### config.mk
export PLATFORM = sky130hd
export DESIGN_NAME = serial_add_ctrl
export DESIGN_NICKNAME = d
export VERILOG_FILES = /design/src/rtl/serial_add_ctrl.sv
export SDC_FILE = /design/constraint.sdc
export NUM_CORES = 1
export LEC_CHECK = 0
export CORE_AREA = 2 2 64 60
export DETAILED_ROUTE_END_ITERATION = 6
export DIE_AREA = 0 0 66 62
export MAX_ROUTING_LAYER = met4
export PLACE_DENSITY_LB_ADDON = 0.12
export REMOVE_ABC_BUFFERS = 1
export SLEW_MARGIN = 20
export SYNTH_ARGS = -nofsm -noshare
export SYNTH_HDL_FRONTEND = slang
export SYNTH_SLANG_ARGS = --single-unit
export TNS_END_PERCENT = 30
### constraint.sdc
create_clock -name clk -period 1.26 [get_ports clk]
set_input_delay 0.189 -clock clk [delete_from_list [all_inputs] [get_ports clk]]
set_output_delay 0.189 -clock clk [all_outputs]
set_load 0.02 [all_outputs]
### src/rtl/serial_add_ctrl.sv
// -----------------------------------------------------------------------------
// serial_add_ctrl
//   Bit-serial adder controller. One 1-bit full-add cell (two half adders plus
//   an OR for carry-out) is time-shared LSB-first across all WIDTH bit
//   positions. The carry lives in a flip-flop between cycles. A
//   start/busy/done handshake reports completion. One add takes WIDTH+2
//   cycles from accept to the next possible accept.
//
//   Build option: define SERIAL_ADD_SUB_EN to add the 'sub' input. With
//   sub=1 the block computes a - b (two's complement), and cout=1 means
//   no borrow. Leave it undefined for an add-only block.
//
// Ports
//   clk    in   rising-edge clock
//   rst_n  in   asynchronous active-low reset
//   start  in   request a new operation (sampled only in IDLE)
//   sub    in   subtract select, sampled with start (SERIAL_ADD_SUB_EN only)
//   a, b   in   WIDTH-bit operands, captured on the accepting edge
//   busy   out  high in RUN and DONE
//   done   out  one-cycle pulse when sum/cout are valid
//   sum    out  WIDTH-bit result, held until overwritten by the next operation
//   cout   out  final carry-out, held with sum
//
//   state | meaning
//   ------+-----------------------------------------------------------
//   IDLE  | waiting for start; sum/cout hold the previous result
//   RUN   | one bit position added per cycle, LSB first, WIDTH cycles
//   DONE  | done pulse cycle; returns to IDLE on the next edge
// -----------------------------------------------------------------------------
module serial_add_ctrl #(
  parameter int WIDTH = 8
) (
  input  logic             clk,
  input  logic             rst_n,
  input  logic             start,
`ifdef SERIAL_ADD_SUB_EN
  input  logic             sub,
`endif
  input  logic [WIDTH-1:0] a,
  input  logic [WIDTH-1:0] b,
  output logic             busy,
  output logic             done,
  output logic [WIDTH-1:0] sum,
  output logic             cout
);

  localparam int            CW   = (WIDTH > 1) ? $clog2(WIDTH) : 1;
  localparam logic [CW-1:0] LAST = CW'(WIDTH - 1);

  typedef enum logic [1:0] {
    ST_IDLE = 2'd0,
    ST_RUN  = 2'd1,
    ST_DONE = 2'd2
  } state_t;

  state_t           state;
  logic [WIDTH-1:0] a_sh;
  logic [WIDTH-1:0] b_sh;
  logic             carry;
  logic [CW-1:0]    cnt;

  // Operand B and the initial carry as loaded on accept. Subtraction is
  // a + ~b + 1, so it reuses the adder with an inverted B and carry-in of 1.
  logic [WIDTH-1:0] b_load;
  logic             carry_load;

`ifdef SERIAL_ADD_SUB_EN
  assign b_load     = sub ? ~b : b;
  assign carry_load = sub;
`else
  assign b_load     = b;
  assign carry_load = 1'b0;
`endif

  // Shared 1-bit datapath: two half-adder cells and an OR for carry-out.
  logic ha0_s, ha0_c, ha1_s, ha1_c, fa_c;

  assign ha0_s = a_sh[0] ^ b_sh[0];
  assign ha0_c = a_sh[0] & b_sh[0];
  assign ha1_s = ha0_s ^ carry;
  assign ha1_c = ha0_s & carry;
  assign fa_c  = ha0_c | ha1_c;

  always_ff @(posedge clk or negedge rst_n) begin
    if (!rst_n) begin
      state <= ST_IDLE;
      busy  <= 1'b0;
      done  <= 1'b0;
      sum   <= '0;
      cout  <= 1'b0;
      carry <= 1'b0;
      cnt   <= '0;
      a_sh  <= '0;
      b_sh  <= '0;
    end else begin
      case (state)
        ST_IDLE: begin
          done <= 1'b0;
          if (start) begin
            a_sh  <= a;
            b_sh  <= b_load;
            carry <= carry_load;
            cnt   <= '0;
            busy  <= 1'b1;
            state <= ST_RUN;
          end
        end

        ST_RUN: begin
          sum   <= {ha1_s, sum[WIDTH-1:1]};
          carry <= fa_c;
          a_sh  <= {1'b0, a_sh[WIDTH-1:1]};
          b_sh  <= {1'b0, b_sh[WIDTH-1:1]};
          cnt   <= cnt + 1'b1;
          // The last bit position is being added on this edge.
          if (cnt == LAST) begin
            cout  <= fa_c;
            done  <= 1'b1;
            state <= ST_DONE;
          end
        end

        ST_DONE: begin
          done  <= 1'b0;
          busy  <= 1'b0;
          state <= ST_IDLE;
        end

        default: begin
          done  <= 1'b0;
          busy  <= 1'b0;
          state <= ST_IDLE;
        end
      endcase
    end
  end

endmodule

==> results of run 1 <==
-- final cells by class --
| type | instances | area (um^2) |
|---|---|---|
| multi-input combinational | 95 | 557 |
| clock buffer | 7 | 86.3 |
| fill | 325 | 1540 |
| clock inverter | 1 | 30.0 |
| inverter | 2 | 7.51 |
| timing repair buffer | 44 | 420 |
| tap | 46 | 57.6 |
| sequential | 33 | 827 |
-- metal layers --
metal | share of wire, % | up-vias
li1 | - | 587
met4 | 1.3 | 0
met5 | 0 | -
met1 | 44 | 586
met3 | 6.4 | 5
met2 | 48 | 39
-- repair_timing --
item,in CTS,in global routing
pin swaps,0,0
hold buffers,0,0
setup endpoints to repair,12,5
gates resized for setup,13,7
-- sequential cells by signal, indices dropped and copies added, names as in the netlist --
register	cells
b_sh	8
cout	1
carry	1
a_sh	8
busy	1
sum	8
state	2
cnt	3
done	1
-- layout by cell type (no fill, tap or decap), types with 2 or more instances in the layout --
| cell type | instances |
|---|---|
| nand2_1 | 26 |
| a22o_1 | 3 |
| buf_12 | 2 |
| clkbuf_8 | 6 |
| clkdlybuf4s50_1 | 17 |
| inv_1 | 2 |
| buf_4 | 12 |
| nand2b_1 | 2 |
| a21oi_1 | 16 |
| o22ai_1 | 26 |
| dfrtp_1 | 32 |
| nor2_1 | 6 |
| o21ai_0 | 5 |
| dlygate4sd2_1 | 11 |
-- metrics by stage --
step	TNS [ps]	cell area (um^2)
floorplan	-615	1370
finish	0	1990
global placement	-1730	1850
detailed placement	-2510	1850
global route	-36.7	1990
CTS	0	1960
-- power by group --
part	total [W]	switching, W	internal, W	leakage, nW
Sequential	0.00190	0.000345	0.00155	0.393
Clock	0.00101	0.000369	0.000644	0.0585
Combinational	0.00205	0.00106	0.000987	0.448
Total	0.00496	0.00178	0.00319	0.899
-- how the worst max path moves through the flow --
stage                          from                   to
4_1_cts          cnt[0]$_DFFE_PN0P_     cout$_DFFE_PN0P_
3_5_place_dp                  start  b_sh[7]$_DFFE_PN0P_
6_report        a_sh[0]$_DFFE_PN0P_     cout$_DFFE_PN0P_
5_1_grt        state[1]$_DFFE_PN0P_     cout$_DFFE_PN0P_
2_1_floorplan  state[1]$_DFFE_PN0P_     cout$_DFFE_PN0P_
3_3_place_gp                  start  b_sh[4]$_DFFE_PN0P_
-- worst reg2reg max path: stages, from the launching register on --
cell and delay [ps]:
dfrtp_1 410, fa_1 450, mux2_2 280
-- cells by family after synthesis --
| logic type | share of synthesized area [%] |
|---|---|
| AOI/OAI and AO/OA | 21.5 |
| and+or+nand+nor | 12.2 |
| DFF | 58.2 |
| buffers and inverters | 4.14 |
| adders and majority gates | 3.17 |
| muxes | 0.794 |
==> impl_metrics.py, run 1 <==
metrics = {
    "die": {
        "core_um2": 3520,
        "die_y_um": 62,
        "initial_utilization_pct": 40.3,
        "dieArea_um2": 4090,
        "core.rowCount": 21,
        "die_w_um": 66,
        "io_pins": 30,
    },
    "sta": {
        "worst_hold_slack_ps": 270,
        "slew_violations": 0,
        "setup_viol": 0,
        "tightestPinTransition_ps": 273,
        "setup_ws_ps": 14.4,
        "grt_setup_unrepaired": "yes",
        "fmax_mhz": 803,
        "fin_worst_skew_ps": 6.48,
        "min_period_over_period_pct": 98.9,
        "worst_slew_margin_rel_pct": 81.8,
        "period_needed_ps": 1250,
        "final-hold-violation-count": 0,
    },
    "detailed_routing": {
        "wl_per_cell_um": 13.5,
        "drc": 0,
        "drt-total-wl_um": 3080,
        "drt_first_pass_iters": 4,
        "viasPerCell": 5.34,
        "via_count": 1217,
        "dr.first_iter.drc_count": 68,
        "ant_nets": 0,
    },
    "setup_path": {
        "worst-path-stages": 2,
        "cp_max_fo": 2,
        "required_ps": 1430,
        "reg2reg_from": "a_sh[0]$_DFFE_PN0P_",
        "worstPathCellList": "fa_1 > mux2_2",
        "crit_arrival_ps": 1410,
        "cpPeakStageDelay_ps": 450,
        "crit_type": "reg -> reg",
        "end_kind": "register",
        "worstRegToRegCells": 2,
        "cp_top_family": "adder cells",
        "crit_slowest_cell": "fa_1",
        "cp_num_buf_inv": 0,
        "r2r_end": "cout$_DFFE_PN0P_",
        "r2r_setup_slack_ps": 10,
        "startpoint_type": "register",
    },
    "clock_tree": {
        "clk_latency_ps": 280,
        "cts_root_buf": "clkbuf_8",
        "cts_buffer_depth": 2,
        "cts_tree": "done",
        "clk_pin_slew_ps": 70,
        "postCtsSetupBuffers": 0,
        "numCtsBuffers": 5,
        "clock_sinks": 33,
        "htreeDepth": 2,
    },
    "layout": {
        "syn_to_final_growth_pct": 39.9,
        "antennaDiodeCount": 0,
        "layout-drive-gt1-share_pct": 16.5,
        "fin_cells": 228,
        "num-nets-final": 203,
        "post-route-util_pct": 56.4,
    },
    "synthesis": {
        "synthCells": 139,
        "synth_top_area_share_pct": 58.2,
        "netlist_top_cells_area": "dfrtp_1, o22ai_1, nand2_1, a21oi_1, nor2_1",
        "seq_area_frac_synth_pct": 58.2,
        "synth_seq_cells": 33,
        "synthArstFlopShare_pct": 100,
        "ys.flop_type": "dfrtp_1",
        "syn_area_um2": 1420,
        "syn_area_per_cell_um2": 10.2,
        "synth-edff-count": 0,
        "yosysWarningCount": 0,
        "synth_cell_type_count": 20,
        "yosysMostFrequentCell": "dfrtp_1",
        "yosysTopAreaCell": "dfrtp_1",
        "synth.top_cells.by_count": "dfrtp_1, nand2_1, o22ai_1",
    },
    "global_routing": {
        "grt_max_degree": 34,
        "grt_usage_pct": 17.8,
        "use_met1_pct": 19.8,
        "grt_pass1_vias": 1175,
        "antenna_found_initial": 0,
        "overflow": 0,
        "globalRouteMet2Util_pct": 30.0,
        "grt_pass1_wl_um": 5150,
        "use_met3_pct": 6.67,
        "busiest_layer": "met2",
    },
    "pwr": {
        "ir_drop_mv": 1.26,
        "finalPower_w": 0.00496,
        "leakage_nw": 0.899,
        "powerDensity_nw_per_um2": 2500,
    },
    "placed_design": {
        "hpwl_um": 2100,
        "io_buffers": 29,
        "gp_congestion": 0.827,
        "placed_cells": 220,
        "place_ws_ps": -249,
    },
    "run_status": {
        "outcome": "finished clean",
    },
    "run": {
        "cap_violations": 0,
    },
    "hold_path": {
        "hp-class": "in -> async",
    },
}
Note: power is estimated with default switching activity, not from simulation.
==> run 2, diff against run 1 <==
clock period = 1 ns   (was 1.26 ns; I/O delays follow)
==> impl_metrics.py, run 2 (synthesis results as in run 1) <==
metrics = {
    "run_status": {
        "outcome": "finished, violations left",
        "violations": "negative setup slack",
    },
    "layout": {
        "syn_to_final_growth_pct": 54.1,
        "layout_common_cells": "dfrtp_1, nand2_1, buf_4",
        "largestRegisters": "a_sh x8, b_sh x8, sum x8",
        "design_area_um2": 2190,
        "num-nets-final": 219,
        "antennaDiodeCount": 0,
        "fillers": 309,
        "layout_commonest_cell": "dfrtp_1",
        "post-route-util_pct": 62.1,
        "layout-drive-gt1-share_pct": 34.3,
    },
    "setup_path": {
        "end_kind": "register",
        "reg2reg_from": "cnt[1]$_DFFE_PN0P_",
        "crit_arrival_ps": 1420,
        "worstRegToRegCells": 4,
        "crit_type": "reg -> reg",
        "r2r_end": "cout$_DFFE_PN0P_",
        "startpoint_type": "register",
        "required_ps": 1170,
        "r2r_setup_slack_ps": -250,
        "cp_max_fo": 2,
    },
    "sta": {
        "grt_setup_unrepaired": "yes",
        "setup_viol": 30,
        "fmax_mhz": 798,
        "setup_ws_ps": -253,
        "worst_slew_margin_rel_pct": 83.4,
        "final-hold-violation-count": 0,
        "tightestPinTransition_ps": 249,
        "slew_violations": 0,
        "min_period_over_period_pct": 125,
        "fin_worst_skew_ps": 4.38,
        "period_needed_ps": 1250,
    },
    "detailed_routing": {
        "drt-total-wl_um": 3380,
        "drt_first_pass_iters": 4,
        "ant_nets": 0,
        "wl_per_cell_um": 13.9,
        "via_count": 1257,
        "drc": 0,
        "dr.first_iter.drc_count": 57,
        "viasPerCell": 5.15,
    },
    "die": {
        "die_y_um": 62,
        "core.rowCount": 21,
        "io_pins": 30,
        "core_um2": 3520,
        "die_w_um": 66,
        "dieArea_um2": 4090,
        "initial_utilization_pct": 40.3,
    },
    "placed_design": {
        "gp_congestion": 0.819,
        "io_buffers": 29,
        "place_area_um2": 1950,
        "hpwl_um": 2180,
    },
    "clock_tree": {
        "clk_latency_ps": 280,
        "cts_tree": "done",
        "clock_sinks": 33,
        "htreeDepth": 2,
        "cts_root_buf": "clkbuf_8",
        "numCtsBuffers": 5,
        "clk_pin_slew_ps": 70,
        "cts_buffer_depth": 2,
        "holdBufCountCts": 0,
    },
    "pwr": {
        "leakage_nw": 0.989,
        "ir_drop_mv": 1.88,
        "powerDensity_nw_per_um2": 3240,
    },
    "global_routing": {
        "grt_pass1_wl_um": 5280,
        "grt_usage_pct": 17.9,
        "grt_pass1_vias": 1192,
        "antenna_found_initial": 0,
        "grt_max_degree": 34,
        "overflow": 0,
    },
    "run": {
        "cap_violations": 0,
    },
    "hold_path": {
        "hp-class": "in -> async",
    },
}
==> run 2: layout make-up <==
type,count,area (um^2),share of cell area (%)
sequential,33,827,37.8
multi-input combinational,95,624,28.6
timing repair buffer,60,553,25.3
clock buffer,7,86.3,3.95
tap,46,57.6,2.63
clock inverter,1,30.0,1.37
inverter,2,7.51,0.343
==> run 2: per-layer routing <==
metal | vias to the layer above | track usage, % | wire length [um]
met4 | 0 | 7.00 | 79
met5 | - | - | 0
met1 | 596 | 21.7 | 1520
li1 | 615 | - | -
met3 | 9 | 3.96 | 176
met2 | 37 | 29.7 | 1600
==> run 2: where the power goes <==
| part | internal (W) | total (W) | leakage (nW) | switching (W) |
|---|---|---|---|---|
| Sequential | 0.00196 | 0.00242 | 0.393 | 0.000461 |
| Combinational | 0.00180 | 0.00338 | 0.538 | 0.00158 |
| Clock | 0.000812 | 0.00128 | 0.0585 | 0.000465 |
==> run 2: timing repair <==
item,4_1_cts,5_1_grt
cloned,0,1
pin swaps,4,3
setup buffers,3,1
endpoints found under the setup margin,43,39
resized for setup,54,22
==> run 2: how the worst max path moves through the flow <==
stage,start,endpoint,slack [ps],depth (start not counted)
global placement,start,b_sh[4]$_DFFE_PN0P_,-410,3
global route,state[1]$_DFFE_PN0P_,cout$_DFFE_PN0P_,-290,3
finish,cnt[1]$_DFFE_PN0P_,cout$_DFFE_PN0P_,-250,4
CTS,state[1]$_DFFE_PN0P_,cout$_DFFE_PN0P_,-240,3
floorplan,state[1]$_DFFE_PN0P_,cout$_DFFE_PN0P_,-450,3
detailed placement,start,b_sh[7]$_DFFE_PN0P_,-470,5
==> run 2: critical path, stage by stage, from the launching register on <==
cell and delay [ps]:
dfrtp_1 380, ha_2 200, ha_4 150, and2_4 150, mux2_2 260
==> run 2: stage by stage <==
step	power [W]	cells	TNS, ps	setup slack, ps	hold WS [ps]
final	0.00707	244	-3340	-253	236
after global routing	0.00762	244	-5050	-290	261
after CTS	0.00669	242	-4070	-244	249
after detailed placement	0.00545	231	-9250	-470	489
after global placement	0.00532	231	-8210	-405	456
after floorplan	0.00384	130	-6880	-445	-146
==> run 3, diff against run 2 <==
CAP_MARGIN = 20   (was default)
SLEW_MARGIN = default   (was 20)
==> results of run 3 <==
No change in the layout: final DEF, timing and power equal those of run 2.
